--- src/rtl/mac_pkg.sv ---
// Shared types and arithmetic helpers for the dense-layer MAC stage.
// Build option: define MAC_SATURATE_EN to clamp results instead of wrapping them.
package mac_pkg;

    typedef enum logic [1:0] {IDLE, ACCUM, ROUND, OUT} state_t;

    // Container width used to pass any accumulator through fit_word.
    localparam int ACC_MAX_W = 64;

    function automatic int acc_width(input int data_size, input int input_size);
        return 2 * data_size + $clog2(input_size + 1);
    endfunction

    // Drops the fractional bits (floor) and fits the result into data_size bits.
    // The result is sign-extended to ACC_MAX_W; callers keep the low data_size bits.
    function automatic logic signed [ACC_MAX_W-1:0] fit_word(
        input logic signed [ACC_MAX_W-1:0] acc,
        input int                          frac_bits,
        input int                          data_size
    );
        logic signed [ACC_MAX_W-1:0] shifted;
`ifdef MAC_SATURATE_EN
        logic signed [ACC_MAX_W-1:0] hi;
        logic signed [ACC_MAX_W-1:0] lo;
`else
        logic signed [ACC_MAX_W-1:0] high_cut;
`endif
        shifted = acc >>> frac_bits;
`ifdef MAC_SATURATE_EN
        hi = (ACC_MAX_W'(1) <<< (data_size - 1)) - ACC_MAX_W'(1);
        lo = ~hi;
        if (shifted > hi) return hi;
        if (shifted < lo) return lo;
        return shifted;
`else
        high_cut = shifted <<< (ACC_MAX_W - data_size);
        return high_cut >>> (ACC_MAX_W - data_size);
`endif
    endfunction

endpackage

--- src/rtl/neuron_mac_layer_if.sv ---
// Stream, control and result signals of the MAC stage; master drives inputs, slave is the stage.
interface neuron_mac_layer_if #(
    parameter int data_size = 16,
    parameter int size      = 3
);
    logic                        start;
    logic [data_size*size-1:0]   bias;
    logic                        in_valid;
    logic                        in_ready;
    logic [data_size-1:0]        in_data;
    logic [data_size*size-1:0]   weight;
    logic                        out_valid;
    logic                        out_ready;
    logic [data_size*size-1:0]   out_data;
    logic                        busy;

    modport master (
        output start, bias, in_valid, in_data, weight, out_ready,
        input  in_ready, out_valid, out_data, busy
    );

    modport slave (
        input  start, bias, in_valid, in_data, weight, out_ready,
        output in_ready, out_valid, out_data, busy
    );
endinterface

--- src/rtl/mac_lane.sv ---
// One neuron: accumulator with clear / load-bias / accumulate controls and a registered,
// rounded result word. Build option MAC_SATURATE_EN selects clamping inside fit_word.
module mac_lane
    import mac_pkg::*;
#(
    parameter int data_size = 16,
    parameter int frac_bits = 8,
    parameter int acc_w     = 34
) (
    input  logic                        clk,
    input  logic                        rst_n,
    input  logic                        clear_i,
    input  logic                        load_i,
    input  logic                        acc_en_i,
    input  logic                        round_i,
    input  logic signed [data_size-1:0] bias_i,
    input  logic signed [data_size-1:0] in_data_i,
    input  logic signed [data_size-1:0] weight_i,
    output logic        [data_size-1:0] out_data_o
);

    logic signed [acc_w-1:0]       acc_q, acc_d;
    logic        [data_size-1:0]   out_q, out_d;
    logic signed [2*data_size-1:0] product;

    assign product = in_data_i * weight_i;

    // NOTE: every combinational output gets a default first so no path infers a latch.
    always_comb begin
        acc_d = acc_q;
        out_d = out_q;
        if (clear_i) begin
            acc_d = '0;
        end else if (load_i) begin
            acc_d = acc_w'(bias_i) <<< frac_bits;
        end else if (acc_en_i) begin
            acc_d = acc_q + acc_w'(product);
        end
        if (round_i) begin
            out_d = data_size'(fit_word(ACC_MAX_W'(acc_q), frac_bits, data_size));
        end
    end

    // NOTE: the accumulator and result are reset too, so a mid-inference reset discards
    // partial sums and the output bus reads zero rather than stale data.
    always_ff @(posedge clk or negedge rst_n) begin
        if (!rst_n) begin
            acc_q <= '0;
            out_q <= '0;
        end else begin
            // NOTE: non-blocking assignments keep every register updating from pre-edge values.
            acc_q <= acc_d;
            out_q <= out_d;
        end
    end

    assign out_data_o = out_q;

endmodule

--- src/rtl/neuron_mac_layer.sv ---
// Dense-layer MAC stage: FSM and beat counter driving `size` mac_lane accumulators.
// Build option MAC_SATURATE_EN: results clamp on overflow instead of wrapping.
module neuron_mac_layer
    import mac_pkg::*;
#(
    parameter int data_size  = 16,
    parameter int size       = 3,
    parameter int input_size = 3,
    parameter int frac_bits  = 8
) (
    input  logic               clk,
    input  logic               rst_n,
    neuron_mac_layer_if.slave  bus
);

    localparam int ACC_W = acc_width(data_size, input_size);
    localparam int CNT_W = $clog2(input_size + 1);

    state_t                    state_q, state_d;
    logic [CNT_W-1:0]          count_q, count_d;
    logic                      in_ready, out_valid, busy;
    logic                      beat_acc, last_beat, load_bias, clear_acc, do_round;
    logic [data_size*size-1:0] out_data;

    assign beat_acc  = bus.in_valid && in_ready;
    assign last_beat = (count_q == CNT_W'(input_size - 1));
    assign load_bias = (state_q == IDLE) && bus.start;
    assign clear_acc = (state_q == OUT) && bus.out_ready;
    assign do_round  = (state_q == ROUND);

    always_ff @(posedge clk or negedge rst_n) begin
        if (!rst_n) begin
            state_q <= IDLE;
            count_q <= '0;
        end else begin
            state_q <= state_d;
            count_q <= count_d;
        end
    end

    always_comb begin
        state_d = state_q;
        count_d = count_q;
        unique case (state_q)
            IDLE: begin
                if (bus.start) begin
                    state_d = ACCUM;
                    count_d = '0;
                end
            end
            ACCUM: begin
                if (beat_acc) begin
                    count_d = count_q + CNT_W'(1);
                    if (last_beat) state_d = ROUND;
                end
            end
            ROUND: state_d = OUT;
            OUT: begin
                if (bus.out_ready) state_d = IDLE;
            end
            default: state_d = IDLE;
        endcase
    end

    always_comb begin
        in_ready  = 1'b0;
        out_valid = 1'b0;
        busy      = 1'b1;
        unique case (state_q)
            IDLE:    busy      = 1'b0;
            ACCUM:   in_ready  = 1'b1;
            OUT:     out_valid = 1'b1;
            default: ;
        endcase
    end

    // Neuron 0 occupies the most significant slice of every packed bus.
    for (genvar k = 0; k < size; k++) begin : g_lane
        mac_lane #(
            .data_size (data_size),
            .frac_bits (frac_bits),
            .acc_w     (ACC_W)
        ) u_lane (
            .clk        (clk),
            .rst_n      (rst_n),
            .clear_i    (clear_acc),
            .load_i     (load_bias),
            .acc_en_i   (beat_acc),
            .round_i    (do_round),
            .bias_i     (bus.bias[(size-k)*data_size-1 -: data_size]),
            .in_data_i  (bus.in_data),
            .weight_i   (bus.weight[(size-k)*data_size-1 -: data_size]),
            .out_data_o (out_data[(size-k)*data_size-1 -: data_size])
        );
    end

    assign bus.in_ready  = in_ready;
    assign bus.out_valid = out_valid;
    assign bus.busy      = busy;
    assign bus.out_data  = out_data;

endmodule

--- src/flat_wrapper.sv ---
// flat-port wrapper written by rule: the top's interface ports become plain ports
module neuron_mac_layer_flat import mac_pkg::*;
#(
    parameter int data_size  = 16,
    parameter int size       = 3,
    parameter int input_size = 3,
    parameter int frac_bits  = 8
)
  (clk, rst_n, bus_start, bus_bias, bus_in_valid, bus_in_data, bus_weight, bus_out_ready, bus_in_ready, bus_out_valid, bus_out_data, bus_busy);
  neuron_mac_layer_if #(.data_size(data_size), .size(size)) bus_i ();
  input  logic clk;
  input  logic rst_n;
  input wire logic [$bits(bus_i.start)-1:0] bus_start;
  input wire logic [$bits(bus_i.bias)-1:0] bus_bias;
  input wire logic [$bits(bus_i.in_valid)-1:0] bus_in_valid;
  input wire logic [$bits(bus_i.in_data)-1:0] bus_in_data;
  input wire logic [$bits(bus_i.weight)-1:0] bus_weight;
  input wire logic [$bits(bus_i.out_ready)-1:0] bus_out_ready;
  output wire logic [$bits(bus_i.in_ready)-1:0] bus_in_ready;
  output wire logic [$bits(bus_i.out_valid)-1:0] bus_out_valid;
  output wire logic [$bits(bus_i.out_data)-1:0] bus_out_data;
  output wire logic [$bits(bus_i.busy)-1:0] bus_busy;
  assign bus_i.start = bus_start;
  assign bus_i.bias = bus_bias;
  assign bus_i.in_valid = bus_in_valid;
  assign bus_i.in_data = bus_in_data;
  assign bus_i.weight = bus_weight;
  assign bus_i.out_ready = bus_out_ready;
  assign bus_in_ready = bus_i.in_ready;
  assign bus_out_valid = bus_i.out_valid;
  assign bus_out_data = bus_i.out_data;
  assign bus_busy = bus_i.busy;
  neuron_mac_layer #(.data_size(data_size), .size(size), .input_size(input_size), .frac_bits(frac_bits)) u_core (.clk(clk), .rst_n(rst_n), .bus(bus_i));
endmodule
--- config.mk ---
export PLATFORM = sky130hd
export DESIGN_NAME = neuron_mac_layer_flat
export DESIGN_NICKNAME = d
export VERILOG_FILES = /design/src/rtl/mac_pkg.sv /design/src/rtl/neuron_mac_layer_if.sv /design/src/rtl/mac_lane.sv /design/src/rtl/neuron_mac_layer.sv /design/src/flat_wrapper.sv
export SDC_FILE = /design/constraint.sdc
export NUM_CORES = 2
export LEC_CHECK = 0
export ABC_AREA = 1
export CAP_MARGIN = 10
export CORE_ASPECT_RATIO = 2
export CORE_MARGIN = 2
export CORE_UTILIZATION = 40
export DETAILED_ROUTE_END_ITERATION = 7
export DONT_BUFFER_PORTS = 1
export PLACE_DENSITY_LB_ADDON = 0.08
export RECOVER_POWER = 100
export SLEW_MARGIN = 20
export SYNTH_ARGS = -nofsm -noshare
export SYNTH_HDL_FRONTEND = slang
export SYNTH_HIERARCHICAL = 1
export SYNTH_SLANG_ARGS = --single-unit
--- constraint.sdc ---
create_clock -name clk -period 11.35 [get_ports clk]
set_input_delay 1.135 -clock clk [delete_from_list [all_inputs] [get_ports clk]]
set_output_delay 1.135 -clock clk [all_outputs]
set_load 0.02 [all_outputs]
Word-level counts from Yosys, hierarchy flattened
Cells that the tools add are included.

word-level totals
  flip-flop bits (word level) = 154
  bits of input ports = 117
  output and inout port bits = 51
  logic and storage cells = 51

cells by class
  add/sub/neg operators = 4
  multipliers = 3
  equal/unequal tests = 8
  multiplexer cells = 20
  reductions and logical operators = 8

operator list
  kind                                                                     count
  34-bit 2-to-1 mux                                                        9
  34-bit by 32-bit adder with 34-bit output                                3
  16-bit by 16-bit multiplier with 32-bit output                           3
  2-bit 2-to-1 mux                                                         6
  2-bit one-hot mux with 4 select lines                                    1
  2-bit equality test, second input constant                               3
  2-bit by 1-bit inequality test with 1-bit output, second input constant  2
  2-bit inequality test, second input constant                             2
  2-bit one-hot mux with 2 select lines                                    1
  4-bit AND reduction                                                      1
  1-bit logical AND                                                        3
  1-bit 2-to-1 mux                                                         3
  3-bit AND reduction                                                      1
  3-bit nonzero test                                                       1
  2-bit by 1-bit adder with 2-bit output, second input constant            1
  2-bit by 1-bit equality test with 1-bit output, second input constant    1
  2-bit logical NOT                                                        1
  2-bit nonzero test                                                       1

Depth between registers and ports, before layout
  depth after elaboration = 6
  mapped depth = 31
  mapped depth without buffers = 30

Cells and area by module
The synthesis kept the hierarchy.

by module, submodules not included
  module                               times used  cells each  area an instance (um^2)  seq. area each (um^2)
  mac_lane at u_core.g_lane[2].u_lane  1           1448        10916.7                  1001.0
  mac_lane at u_core.g_lane[0].u_lane  1           1423        10884.2                  1001.0
  mac_lane at u_core.g_lane[1].u_lane  1           1433        10821.6                  1001.0
  neuron_mac_layer                     1           50          336.6                    100.1

Worst setup path after synthesis
Ideal clock, no wire load.

  path kind = input-to-reg
  from = in bus_weight[35]
  to = reg u_core.g_lane[0].u_lane.acc_q[22]
  setup time = 0.116 ns
  data arrival time = 6.272 ns
  setup slack = 4.961 ns
  stages = 20
  cell sequence = clkbuf_1 > clkbuf_1 > nand2_1 > fa_1 > inv_1 > fa_1 > fa_1 > fa_1 > fa_1 > inv_1 > fa_1 > inv_1 > ha_1 > nand2_1 > nor4_1 > nand4_1 > nand4_1 > nand3_1 > nand2_1 > nand2_1

between the ends
  longest elaborated chain between the ends = 5

ends and longest elaborated chain
  what                                            RTL line            text
  from (decl)                                     flat_wrapper.sv:17  input wire logic [$bits(bus_i.weight)-1:0] bus_weight;
  16-bit by 16-bit multiplier with 32-bit output  mac_lane.sv:26      assign product = in_data_i * weight_i;
  34-bit by 32-bit adder with 34-bit output       mac_lane.sv:37      acc_d = acc_q + acc_w'(product);
  34-bit 2-to-1 mux                               mac_lane.sv:36      end else if (acc_en_i) begin
  34-bit 2-to-1 mux                               mac_lane.sv:34      end else if (load_i) begin
  34-bit 2-to-1 mux                               mac_lane.sv:32      if (clear_i) begin
  to (signal assigned)                            mac_lane.sv:48      acc_q <= '0;
  to (signal assigned)                            mac_lane.sv:52      acc_q <= acc_d;
  to (decl)                                       mac_lane.sv:22      logic signed [acc_w-1:0] acc_q, acc_d;

Every way passes these cells. The select of a mux whose other input is x is not followed.
A chain may end at the register's enable or synchronous reset.

Final worst setup path
  from = in bus_weight[47]
  to = reg u_core.g_lane[0].u_lane.acc_q[20]

Same word-level chain as after synthesis.

==> flow_metrics.tcl <==
set metrics [dict create \
    cts_made_buffers 17 \
    postSynthCellCount 4354 \
    synth_cell_types 56 \
    yosysSeqAreaShare_pct 9.41 \
    max_cap_viol_count 2 \
    crit_required_ps 11810 \
    clk_pin_slew_ps 70 \
    finalCriticalPeriod_ps 6680 \
    startpoint_type "input pin" \
    setup_tns_ps 0 \
    postLayoutCoreUtil_pct 41.8 \
    finalHoldViolCount 0 \
    rsz0062_at_grt "no" \
    path_cells "inv_1 > or2_2 > fa_1 > fa_1 > inv_1 > fa_1 > fa_1 > fa_1 > inv_1 > fa_1 > inv_1 > ha_1 > nand2_1 > nor4_1 > nand3_1 > a31o_1 > nand3_1 > nand2_1 > nand2_1" \
    wire_per_inst_um 21.2 \
    finalSetupViolations 0 \
    cts_buffer_depth 2 \
    worst_ep_arrival_time_ps 7140 \
    tightest_slew_ps 3360 \
    path_class "in2reg" \
    cp_max_fo 10 \
    skew_ps 15.4 \
    vias 25600 \
    fmax_mhz 150 \
    antenna_found_initial 3 \
    drc_errors 0 \
    yosysWarnings 6 \
    cts_num_sinks 124 \
    synth-edff-count 0 \
    status "finished, violations left" \
    min_path_type "in2async" \
    area_growth_pct 3.40 \
    drt_iter0_drc 1145 \
    crit_path_top_delay_cell "nor4_1" \
    post-route-period-util_pct 58.9 \
    die_w_um 207 \
    critPathCaptureType "register" \
    seq_area_um2 3100 \
    synth-seq-cells 124 \
    synth-main-ff-cell "dfrtp_1" \
    cp_slowest_stage_delay_ps 590 \
    vias_per_cell 4.85 \
    whs_ps 310 \
    cts_hold_buf 0 \
    dp_hpwl_um 88000 \
    path_common_cell "fa_1" \
    post_cts_buffers 0 \
    track_usage_pct 27.9 \
    htreeDepth 4 \
    port_buffers 0 \
    ctsResizeCount 0 \
    synth_area_um2 33000 \
    dieHeight_um 410 \
    grt_max_degree 125 \
    first_pass_iters 7 \
    fp.dieArea_um2 84800 \
    num_rows 148 \
    initial_utilization_pct 40.5 \
    worstSkewPairLatency_ps 530 \
    core_um2 81500 \
    relSlewSlack_pct -124 \
    io_pins 168 \
    avgSynthCellArea_um2 7.57 \
    fill_cells 8703 \
    ant_nets 0 \
    slew_violations 80 \
    grt.overflow.total 0 \
    grt_pass1_wl_um 171000 \
    multi_input_area_um2 23500 \
    synth_nets 5347 \
    violations "capacitance limit, slew limit" \
    drive_gt1_share_pct 3.08 \
    grt_pass1_vias 29100 \
    cts_tree "yes" \
    drt_wl_total_um 112000 \
    gp_congestion 0.921 \
    final_nets 5204 \
    async_reset_ff_share_pct 100 \
    ctsRootBufferMaster "clkbuf_16" \
]
## cells by family after synthesis
logic type	synth area share [%]
flip-flops	9.41
multiplexers	1.37
AND/OR/NAND/NOR	17.6
XOR/XNOR	1.16
AO/OA/AOI/OAI	4.02
adder cells (fa/ha/maj)	47.5
buffers and inverters	18.9
## sequential cells by signal, summed over array words and instances (netlist names)
register / count
u_core/g_lane.u_lane/acc_q: 72
u_core/g_lane.u_lane/out_data_o: 48
u_core/count_q: 2
u_core/state_q: 2
## critical path, delay by kind of cell
| family | cells | cell delay [ps] |
|---|---|---|
| adder cells (fa/ha/maj) | 7 | 3660 |
| AND/OR/NAND/NOR | 7 | 1680 |
| buffers and inverters | 4 | 330 |
| AO/OA/AOI/OAI | 1 | 310 |
## stage by stage
stage	setup WS (ps)	cell area, um^2	instances
floorplan	4960	33000	4354
global placement	4430	33600	5242
detailed placement	4470	33600	5242
CTS	5020	34200	5274
global route	4540	34100	5275
finish	4670	34100	5277
## metal layers
metal / track usage, % / routed length (um) / vias up
li1: - / - / 11900
met1: 25.1 / 34900 / 12900
met2: 58.4 / 67600 / 549
met3: 4.17 / 4060 / 236
met4: 12.5 / 5330 / 2
met5: 0 / 16 / -
## cell type report
| class | instances | area share, % |
|---|---|---|
| flip-flops and latches | 124 | 9.11 |
| well taps | 1050 | 3.86 |
| inverters | 1461 | 16.1 |
| repair buffers | 6 | 0.0881 |
| multi-input cells | 2601 | 69.1 |
| diodes | 3 | 0.0220 |
| clock buffers | 19 | 1.30 |
| clock inverters | 13 | 0.485 |
## path summary, 6_finish.rpt
kind / to / from / depth (start not counted) / slack [ps]
worst max register to register: u_core/g_lane[0].u_lane/acc_q[20]$_DFFE_PN0P_ / u_core/g_lane[0].u_lane/acc_q[15]$_DFFE_PN0P_ / 17 / 5910
worst min register to register: u_core/g_lane[2].u_lane/acc_q[4]$_DFFE_PN0P_ / u_core/g_lane[2].u_lane/acc_q[4]$_DFFE_PN0P_ / 2 / 480
min in group clk: u_core/g_lane[2].u_lane/acc_q[4]$_DFFE_PN0P_ / u_core/g_lane[2].u_lane/acc_q[4]$_DFFE_PN0P_ / 2 / 480
worst min-delay path: u_core/g_lane[0].u_lane/out_data_o[13]$_DFFE_PN0P_ / rst_n / 0 / 310
worst max-delay path: u_core/g_lane[0].u_lane/acc_q[20]$_DFFE_PN0P_ / bus_weight[47] / 19 / 4670
max in group asynchronous: u_core/g_lane[1].u_lane/acc_q[6]$_DFFE_PN0P_ / rst_n / 0 / 10790
## cell usage after synthesis (all sizes together), types with 40 or more instances
master / n / area (um^2)
fa: 627 / 12600
nand2: 1071 / 4050
ha: 249 / 3120
nor2: 181 / 707
inv: 1457 / 5470
a21oi: 93 / 503
clkbuf: 126 / 474
dfrtp: 124 / 3100
mux2: 40 / 450
buf: 42 / 277
nand3: 114 / 596
o21ai: 66 / 360
## placed cells by master, fill, tap and decap left out, types with 4 or more instances in the layout
master	instances
nor2_2	4
inv_2	12
xnor2_1	23
nand3_2	4
ha_1	249
or2_1	7
clkinv_1	5
inv_1	1444
nor3_1	7
fa_1	627
clkbuf_1	5
nand4_1	20
a21oi_1	89
nor4_1	7
nor2_1	175
o21ai_0	54
nand2_2	12
o21bai_1	9
o31ai_1	17
a21o_1	8
or2_2	9
nand3_1	110
xor2_1	15
nand2_1	1059
clkinvlp_4	4
a21oi_2	4
mux2_2	40
clkbuf_16	17
o21ai_1	10
dfrtp_1	124
nand3b_1	6
Power is left out: the tool's default activity adds up to more than one toggle a clock period on the data nets, which glitch-free logic cannot reach.
